[config.mk]
export PLATFORM = sky130hd
export DESIGN_NAME = cam_access_arbiter
export DESIGN_NICKNAME = d
export VERILOG_FILES = /design/src/rtl/cam_access_arbiter.sv
export SDC_FILE = /design/constraint.sdc
export NUM_CORES = 1
export LEC_CHECK = 0
export ABC_CLOCK_PERIOD_IN_PS = 2600
export CORE_ASPECT_RATIO = 0.75
export CORE_MARGIN = 2
export CORE_UTILIZATION = 40
export DETAILED_ROUTE_END_ITERATION = 10
export GPL_TIMING_DRIVEN = 0
export PLACE_DENSITY = 0.87
export REMOVE_ABC_BUFFERS = 1
export SKIP_LAST_GASP = 1
export SLEW_MARGIN = 40
export SYNTH_ARGS = -nofsm -noshare
export SYNTH_HDL_FRONTEND = slang
export SYNTH_SLANG_ARGS = --single-unit
[constraint.sdc]
create_clock -name clk -period 2.6 [get_ports clk]
set_input_delay 0.52 -clock clk [delete_from_list [all_inputs] [get_ports clk]]
set_output_delay 0.52 -clock clk [all_outputs]
set_load 0.05 [all_outputs]
[src/rtl/cam_access_arbiter.sv]
// ---------------------------------------------------------------------------
// cam_access_arbiter
//
// Shares one registered CAM (one-hot match output, multi-cycle write) between
// two lookup requesters (lk0, lk1) and one table-write requester (wr).
// Accesses are serialised by a small FSM:
//   IDLE   -> arbitrate (write first, lookups round-robin)
//   LOOKUP -> cam_rd_en pulse is on the bus
//   WAIT   -> LOOKUP_LATENCY cycles; result sampled in the last one
//   WRITE  -> cam_wr_en pulse is on the bus
//   BUSY   -> WR_BUSY_CYCLES cycles of CAM recovery; wr_ack follows
// Every output is registered. Lookup ack arrives 2+LOOKUP_LATENCY cycles after
// the grant cycle, write ack 2+WR_BUSY_CYCLES cycles after it.
//
// Ports:
//   clk, reset_n                      clock, async active-low reset
//   lkN_req/lkN_key                   lookup request (held until lkN_ack)
//   lkN_ack/lkN_hit/lkN_match_addr    one-cycle result pulse (hit/addr 0 otherwise)
//   wr_req/wr_addr/wr_key             write request (held until wr_ack)
//   wr_ack                            one-cycle pulse: write done, CAM free
//   cam_rd_en/cam_rd_key              CAM compare strobe and key
//   cam_match/cam_one_hot_addr        CAM result (valid LOOKUP_LATENCY after rd_en)
//   cam_wr_en/cam_wr_key/cam_wr_index CAM write strobe, key and entry
//
// Optional build macro CAM_ARB_STATS_EN adds:
//   stats_clr                         synchronous clear of the counters
//   stat_lookups/stat_hits/stat_writes 32-bit wrapping event counters
// ---------------------------------------------------------------------------
module cam_access_arbiter #(
  parameter int CMP_WIDTH      = 32,
  parameter int LUT_DEPTH      = 32,
  parameter int LUT_DEPTH_BITS = 5,
  parameter int LOOKUP_LATENCY = 1,
  parameter int WR_BUSY_CYCLES = 2
) (
  input  logic                      clk,
  input  logic                      reset_n,
  // lookup requester 0
  input  logic                      lk0_req,
  input  logic [CMP_WIDTH-1:0]      lk0_key,
  output logic                      lk0_ack,
  output logic                      lk0_hit,
  output logic [LUT_DEPTH-1:0]      lk0_match_addr,
  // lookup requester 1
  input  logic                      lk1_req,
  input  logic [CMP_WIDTH-1:0]      lk1_key,
  output logic                      lk1_ack,
  output logic                      lk1_hit,
  output logic [LUT_DEPTH-1:0]      lk1_match_addr,
  // table writer
  input  logic                      wr_req,
  input  logic [LUT_DEPTH_BITS-1:0] wr_addr,
  input  logic [CMP_WIDTH-1:0]      wr_key,
  output logic                      wr_ack,
  // CAM side
  output logic                      cam_rd_en,
  output logic [CMP_WIDTH-1:0]      cam_rd_key,
  input  logic                      cam_match,
  input  logic [LUT_DEPTH-1:0]      cam_one_hot_addr,
  output logic                      cam_wr_en,
  output logic [CMP_WIDTH-1:0]      cam_wr_key,
  output logic [LUT_DEPTH_BITS-1:0] cam_wr_index
`ifdef CAM_ARB_STATS_EN
  ,
  input  logic                      stats_clr,
  output logic [31:0]               stat_lookups,
  output logic [31:0]               stat_hits,
  output logic [31:0]               stat_writes
`endif
);

  localparam int NUM_LK  = 2;
  // WAIT and BUSY share one down-the-line counter sized for the longer phase.
  localparam int MAX_CNT = (LOOKUP_LATENCY > WR_BUSY_CYCLES) ? LOOKUP_LATENCY : WR_BUSY_CYCLES;
  localparam int CNT_W   = (MAX_CNT > 1) ? $clog2(MAX_CNT) : 1;

  typedef enum logic [2:0] {
    IDLE   = 3'd0,
    LOOKUP = 3'd1,
    WAIT   = 3'd2,
    WRITE  = 3'd3,
    BUSY   = 3'd4
  } state_t;

  state_t                                 state;
  logic   [CNT_W-1:0]                     cnt;
  logic                                   gnt;      // lookup lane currently served
  logic                                   rr_last;  // lane granted most recently
  logic   [NUM_LK-1:0]                    lk_ack;
  logic   [NUM_LK-1:0]                    lk_hit;
  logic   [NUM_LK-1:0][LUT_DEPTH-1:0]     lk_addr;

  // Lanes packed so arbitration and result steering index by lane number.
  logic   [NUM_LK-1:0]                    lk_req;
  logic   [NUM_LK-1:0][CMP_WIDTH-1:0]     lk_key;
  logic   [NUM_LK-1:0]                    lk_elig;
  logic                                   wr_elig;
  logic                                   pick;

  assign lk_req = {lk1_req, lk0_req};
  assign lk_key = {lk1_key, lk0_key};

  assign lk0_ack        = lk_ack[0];
  assign lk0_hit        = lk_hit[0];
  assign lk0_match_addr = lk_addr[0];
  assign lk1_ack        = lk_ack[1];
  assign lk1_hit        = lk_hit[1];
  assign lk1_match_addr = lk_addr[1];

  // A requester being acked this cycle still has its req high (it only sees
  // the ack now), so it is masked to avoid granting the same request twice.
  always_comb begin
    lk_elig = lk_req & ~lk_ack;
    wr_elig = wr_req & ~wr_ack;
    pick    = 1'b0;
    if (&lk_elig) pick = ~rr_last;     // tie: the lane not served last
    else          pick = lk_elig[1];   // lone requester (or none)
  end

  always_ff @(posedge clk or negedge reset_n) begin
    if (!reset_n) begin
      state        <= IDLE;
      cnt          <= '0;
      gnt          <= 1'b0;
      rr_last      <= 1'b1;            // lk0 wins the first tie
      lk_ack       <= '0;
      lk_hit       <= '0;
      lk_addr      <= '0;
      wr_ack       <= 1'b0;
      cam_rd_en    <= 1'b0;
      cam_rd_key   <= '0;
      cam_wr_en    <= 1'b0;
      cam_wr_key   <= '0;
      cam_wr_index <= '0;
    end else begin
      // Pulses default low; keys/index hold their last value.
      lk_ack    <= '0;
      lk_hit    <= '0;
      lk_addr   <= '0;
      wr_ack    <= 1'b0;
      cam_rd_en <= 1'b0;
      cam_wr_en <= 1'b0;
      case (state)
        IDLE: begin
          if (wr_elig) begin
            state        <= WRITE;
            cam_wr_en    <= 1'b1;
            cam_wr_key   <= wr_key;
            cam_wr_index <= wr_addr;
          end else if (|lk_elig) begin
            state      <= LOOKUP;
            gnt        <= pick;
            rr_last    <= pick;
            cam_rd_en  <= 1'b1;
            cam_rd_key <= lk_key[pick];
          end
        end
        LOOKUP: begin
          state <= WAIT;
          cnt   <= '0;
        end
        WAIT: begin
          if (cnt == CNT_W'(LOOKUP_LATENCY - 1)) begin
            state        <= IDLE;
            lk_ack[gnt]  <= 1'b1;
            lk_hit[gnt]  <= cam_match;
            // CAM one-hot is not trusted on a miss.
            lk_addr[gnt] <= cam_match ? cam_one_hot_addr : '0;
          end else begin
            cnt <= cnt + CNT_W'(1);
          end
        end
        WRITE: begin
          state <= BUSY;
          cnt   <= '0;
        end
        BUSY: begin
          if (cnt == CNT_W'(WR_BUSY_CYCLES - 1)) begin
            state  <= IDLE;
            wr_ack <= 1'b1;
          end else begin
            cnt <= cnt + CNT_W'(1);
          end
        end
        default: state <= IDLE;
      endcase
    end
  end

`ifdef CAM_ARB_STATS_EN
  // Counters follow the ack pulses, so they lag the ack by one cycle.
  always_ff @(posedge clk or negedge reset_n) begin
    if (!reset_n) begin
      stat_lookups <= '0;
      stat_hits    <= '0;
      stat_writes  <= '0;
    end else if (stats_clr) begin
      stat_lookups <= '0;
      stat_hits    <= '0;
      stat_writes  <= '0;
    end else begin
      if (|lk_ack)            stat_lookups <= stat_lookups + 32'd1;
      if (|(lk_ack & lk_hit)) stat_hits    <= stat_hits + 32'd1;
      if (wr_ack)             stat_writes  <= stat_writes + 32'd1;
    end
  end
`endif

endmodule

# == Word level (Yosys, flattened, before mapping) ==
# Index checks and enable logic that the tools add are counted.
# word_totals
register_bits,146
output_inout_bits,140
elab_cells,71
# classes
n_reduce_logical,9
n_mux,29
eq_ne,7
n_lt_le_gt_ge,3
bitwise,8
add_sub_neg,1
# ops
operator,n
$mux W32,4
$mux W64,2
$and A64 B64 Y64,1
$demux W32 S1,1
$pmux W3 S5,1
$mux W3,4
$mux W1,11
$mux W2,4
$eq A3 B2 Y1 const B,2
$reduce_and A3 Y1,2
$and A2 B2 Y2,2
$lt A1 B2 Y1 const B,2
$ne A2 B2 Y1 const B,2
$reduce_and A2 Y1,2
$reduce_or A2 Y1,2
$eq A3 B1 Y1 const B,1
$eq A3 B3 Y1 const B,1
$logic_not A3 Y1,1
$ne A3 B3 Y1 const B,1
$not A1 Y1,3
$pmux W1 S3,1
$reduce_bool A3 Y1,1
$not A2 Y2,1
$add A1 B1 Y1 const B,1
4 further kinds,4

# == Longest topological paths before layout ==
# Gate-level depths: netlist of run 1.
# depth
word_depth,7
mapped_depth,6

# == Worst setup path before layout of run 1 ==
# OpenSTA, ideal clock, no wires.
# synth_path
path_kind,reg-to-reg
from,register wr_ack
to,register cam_wr_key[12]
t_arrival_ns,1.743
n_path_buf,2
slack_ns,0.733
path_stages_with_launch,6
path_cell_list,dfrtp_1 nor2b_1 nand2_1 buf_2 buf_2 mux2_2
# synth_between
elab_chain_len,3
# synth_lines
item,line_no,source
from (decl),54,"output logic wr_ack,"
from (signal assigned),129,wr_ack <= 1'b0;
from (signal assigned),140,wr_ack <= 1'b0;
from (signal assigned),180,wr_ack <= 1'b1;
$not A1 Y1,114,wr_elig = wr_req & ~wr_ack;
$and A1 B1 Y1,114,
$reduce_and A2 Y1 (no line),--,
to (signal assigned),148,cam_wr_key <= wr_key;
to (decl),61,"output logic [CMP_WIDTH-1:0] cam_wr_key,"
# Every way passes these cells.
# A chain may end at the register's enable or synchronous reset.

# == Worst setup path after layout of run 1 ==
# layout_path
from,input wr_req
to,register cam_rd_key[29]
# layout_between
elab_chain_len,3
# layout_lines
item,line_no,source
from (decl),51,"input logic wr_req,"
$and A1 B1 Y1,114,
$not A1 Y1 (no line),--,
$reduce_and A3 Y1 (no line),--,
to (signal assigned),155,cam_rd_key <= lk_key[pick];
to (decl),57,"output logic [CMP_WIDTH-1:0] cam_rd_key,"
# Every way passes these cells.

==> results.txt, run 1 <==
setup TNS: 0 ps
clk_skew: 9.55 ps
worst-margin pin slew: 689 ps
worst vdd ir: 0.00131 V
antenna cells: 0
pin count of the biggest net entering global routing: 78
post-route ant nets: 0
Num CTS Buffers: 17
leakage power: 4.36 nW
IO Pins: 279
Starting DRT DRC Count: 280
final setup fails: 0
clock-pin slew on the worst setup and hold paths: 60 ps
final hold slack: 55.5 ps
PD cells: 1210 nW/um^2
Yosys reg bits: 146
CP Max Fanout: 14
relative slew slack: 54.0%
router iterations before antenna repair: 7
sequential area share after synthesis: 66.4%
Max Clock Freq: 0.425 GHz
drt via density: 4.77
sw frac: 42.6%
first-pass GRT wire length: 23.6 mm
initial antenna violation count: 0
Synth-to-Final Area Change: 64.9%
CORE AREA: 13600 sq um
max_cap viols: 0
Initial Utilization: 40.6%
clock tree buffer depth: 2
syn avg cell area: 12.9 sq um
CP Data Arrival Time: 2640 ps
port bufs: 278
Hold WC Path Type: in -> async
Die ar.: 14700 sq um
FILL cells: 937
share of power burned in registers: 30.7%
nets@finish: 850
total number of vias: 4292
Placer Congestion: 0.870
cells after synthesis: 427
run status: complete, no violations
Period Utilization, post-route: 90.4%
total congestion overflow: 0
Die Wd: 139 um
critical path capture point type: flip-flop
DRC: 0
endpoints failing hold: 0
Slew Limit Fails: 0
RSZ-0062 raised after global routing: no
CTS sink cnt: 146
P_sw: 4.69 mW
WL per Instance: 16.7 um
Clock power frac: 21.4%
Rows: 37
post-CTS setup repair buffer count: 0
Worst-Skew Late Latency: 420 ps
post-synthesis instance area: 5500 sq um
combinational share of power: 47.9%
Max H-tree Level: 4
number of distinct library cells after synthesis: 29
DPL Wire Length: 11.1 mm
critical path class: in -> reg
CTS tree: built
top-area cell type share of the netlist area: 66.0%
Chip Height: 106 um
CTS root buf: clkbuf_16
min Tclk post-route: 2350 ps
Yosys warnings: 0
CP Data Required Time: 2890 ps
Int Pwr: 6.30 mW
all-layer global routing usage: 20.7%
area leader, netlist: dfrtp_1
CP Launch Type: input port
share of layout cells above drive strength 1: 11.7%
post-CTS resize count: 0
vias in the first global route: 4627
WL final: 15.0 mm
CTS Hold Bufs: 0
synth top area cells: dfrtp_1 66%, mux2_2 7.6%, and2_1 7.4%
[cells in the mapped netlist, drive strengths merged]
library cell and count:
nand2 4, a222oi 32, nand2b 2, and2 65
or3 1, mux2 37, clkbuf 7, nor3 1
nor3b 1, dfrtp 145, nor2b 2, and3b 2
and3 2, a211o 1, maj3 1, a21oi 1
buf 14, nor4b 1, inv 98, dfstp 1
o21a 1, o22ai 1, nor4 2, a21o 2
nor2 1, nand3b 1, o21bai 1
[power by group through the flow]
stage	combinational (mW)	clock, mW	sequential (mW)
after global placement	5.12	0	3.34
final	5.26	2.35	3.37
after floorplan	1.05	0	5.62
after detailed placement	5.29	0	3.40
after CTS	5.30	2.42	3.37
after global routing	5.49	2.52	3.45
[flip-flops by register name, summed over array words and instances, names as in the netlist]
signal and cells:
cam_rd_en 1, cam_rd_key 32, cam_wr_en 1, cam_wr_index 5, cam_wr_key 32, cnt 1
gnt 1, lk0_match_addr 32, lk1_match_addr 32, lk_ack 2, lk_hit 2, rr_last 1
state 3, wr_ack 1
[worst max-delay path: stages]
cell and delay, ps:
clkdlybuf4s50_1 450, nor2b_1 560, nor4_4 130, buf_4 220, buf_4 190, buf_4 190
a222oi_1 360
[stage by stage]
stage / std cells / setup WS (ps) / power, mW / instance area (sq um) / utilization (%)
after floorplan: 406 / -62.0 / 6.67 / 5370 / -
after global placement: 859 / -4390 / 8.46 / 8380 / 61.7
after detailed placement: 867 / -166 / 8.69 / 8500 / 62.6
after CTS: 899 / 289 / 11.1 / 9070 / 66.9
after global routing: 899 / 160 / 11.5 / 9070 / 66.9
final: 899 / 250 / 11.0 / 9070 / 66.9
[kinds of logic after synthesis]
| group | synth area share (%) |
|---|---|
| AOI/OAI and AO/OA | 6.73 |
| adders and majority gates | 0.182 |
| buffers and inverters | 9.01 |
| DFF | 66.4 |
| muxes | 7.57 |
| and+or+nand+nor | 10.1 |
[area by class of cell]
cell class	instances	area, sq um	area share [%]
clock buffers	20	457	5.03
flip-flops and latches	146	3650	40.3
well taps	175	219	2.41
repair buffers	286	2890	31.8
inverters	98	368	4.05
clock inverters	12	121	1.34
multi-input cells	162	1370	15.1
[per-layer routing]
metal	vias to the layer above	track usage, %	share of wire (%)
li1	1953	-	-
met4	0	6.35	1.3
met5	-	0	0
met3	18	9.95	11
met2	202	35.0	50
met1	2119	23.3	39
[path summary, 6_finish.rpt]
kind / from / slack [ps] / cells past startpoint / end
worst max register to register: state[2]$_DFFE_PN0P_ / 330 / 6 / cam_rd_key[29]$_DFFE_PN0P_
worst min register to register: gnt$_DFFE_PN0P_ / 490 / 1 / lk_ack[0]$_DFF_PN0_
max in group asynchronous: reset_n / 1780 / 2 / rr_last$_DFFE_PN1P_
min in group clk: gnt$_DFFE_PN0P_ / 490 / 1 / lk_ack[0]$_DFF_PN0_
worst min-delay path: reset_n / 60 / 1 / cam_wr_key[3]$_DFFE_PN0P_
worst max-delay path: wr_req / 250 / 7 / cam_rd_key[29]$_DFFE_PN0P_
[placed cells by master, fill, tap and decap left out, types with 2 or more instances in the layout]
cell type	instances
clkinvlp_4	3
buf_4	6
inv_1	98
mux2_2	37
a21o_1	2
a222oi_1	32
clkdlybuf4s50_1	277
inv_6	4
clkbuf_8	2
nor2b_1	2
clkinv_4	2
nor4_4	2
and2_1	65
nand2b_1	2
clkbuf_16	17
nand2_1	3
dfrtp_1	145
buf_16	2
Note: power is estimated with default switching activity, not from simulation.
==> run 2: changes to the inputs <==
--- a/config.mk
+++ b/config.mk
@@ -9,6 +9,7 @@
 export CORE_ASPECT_RATIO = 0.75
 export CORE_MARGIN = 2
 export CORE_UTILIZATION = 40
+export CTS_CLUSTER_SIZE = 8
 export DETAILED_ROUTE_END_ITERATION = 10
 export GPL_TIMING_DRIVEN = 0
 export PLACE_DENSITY = 0.87
==> results of run 2 <==
Same layout as run 1: the final DEF is identical, and so are final timing and power.
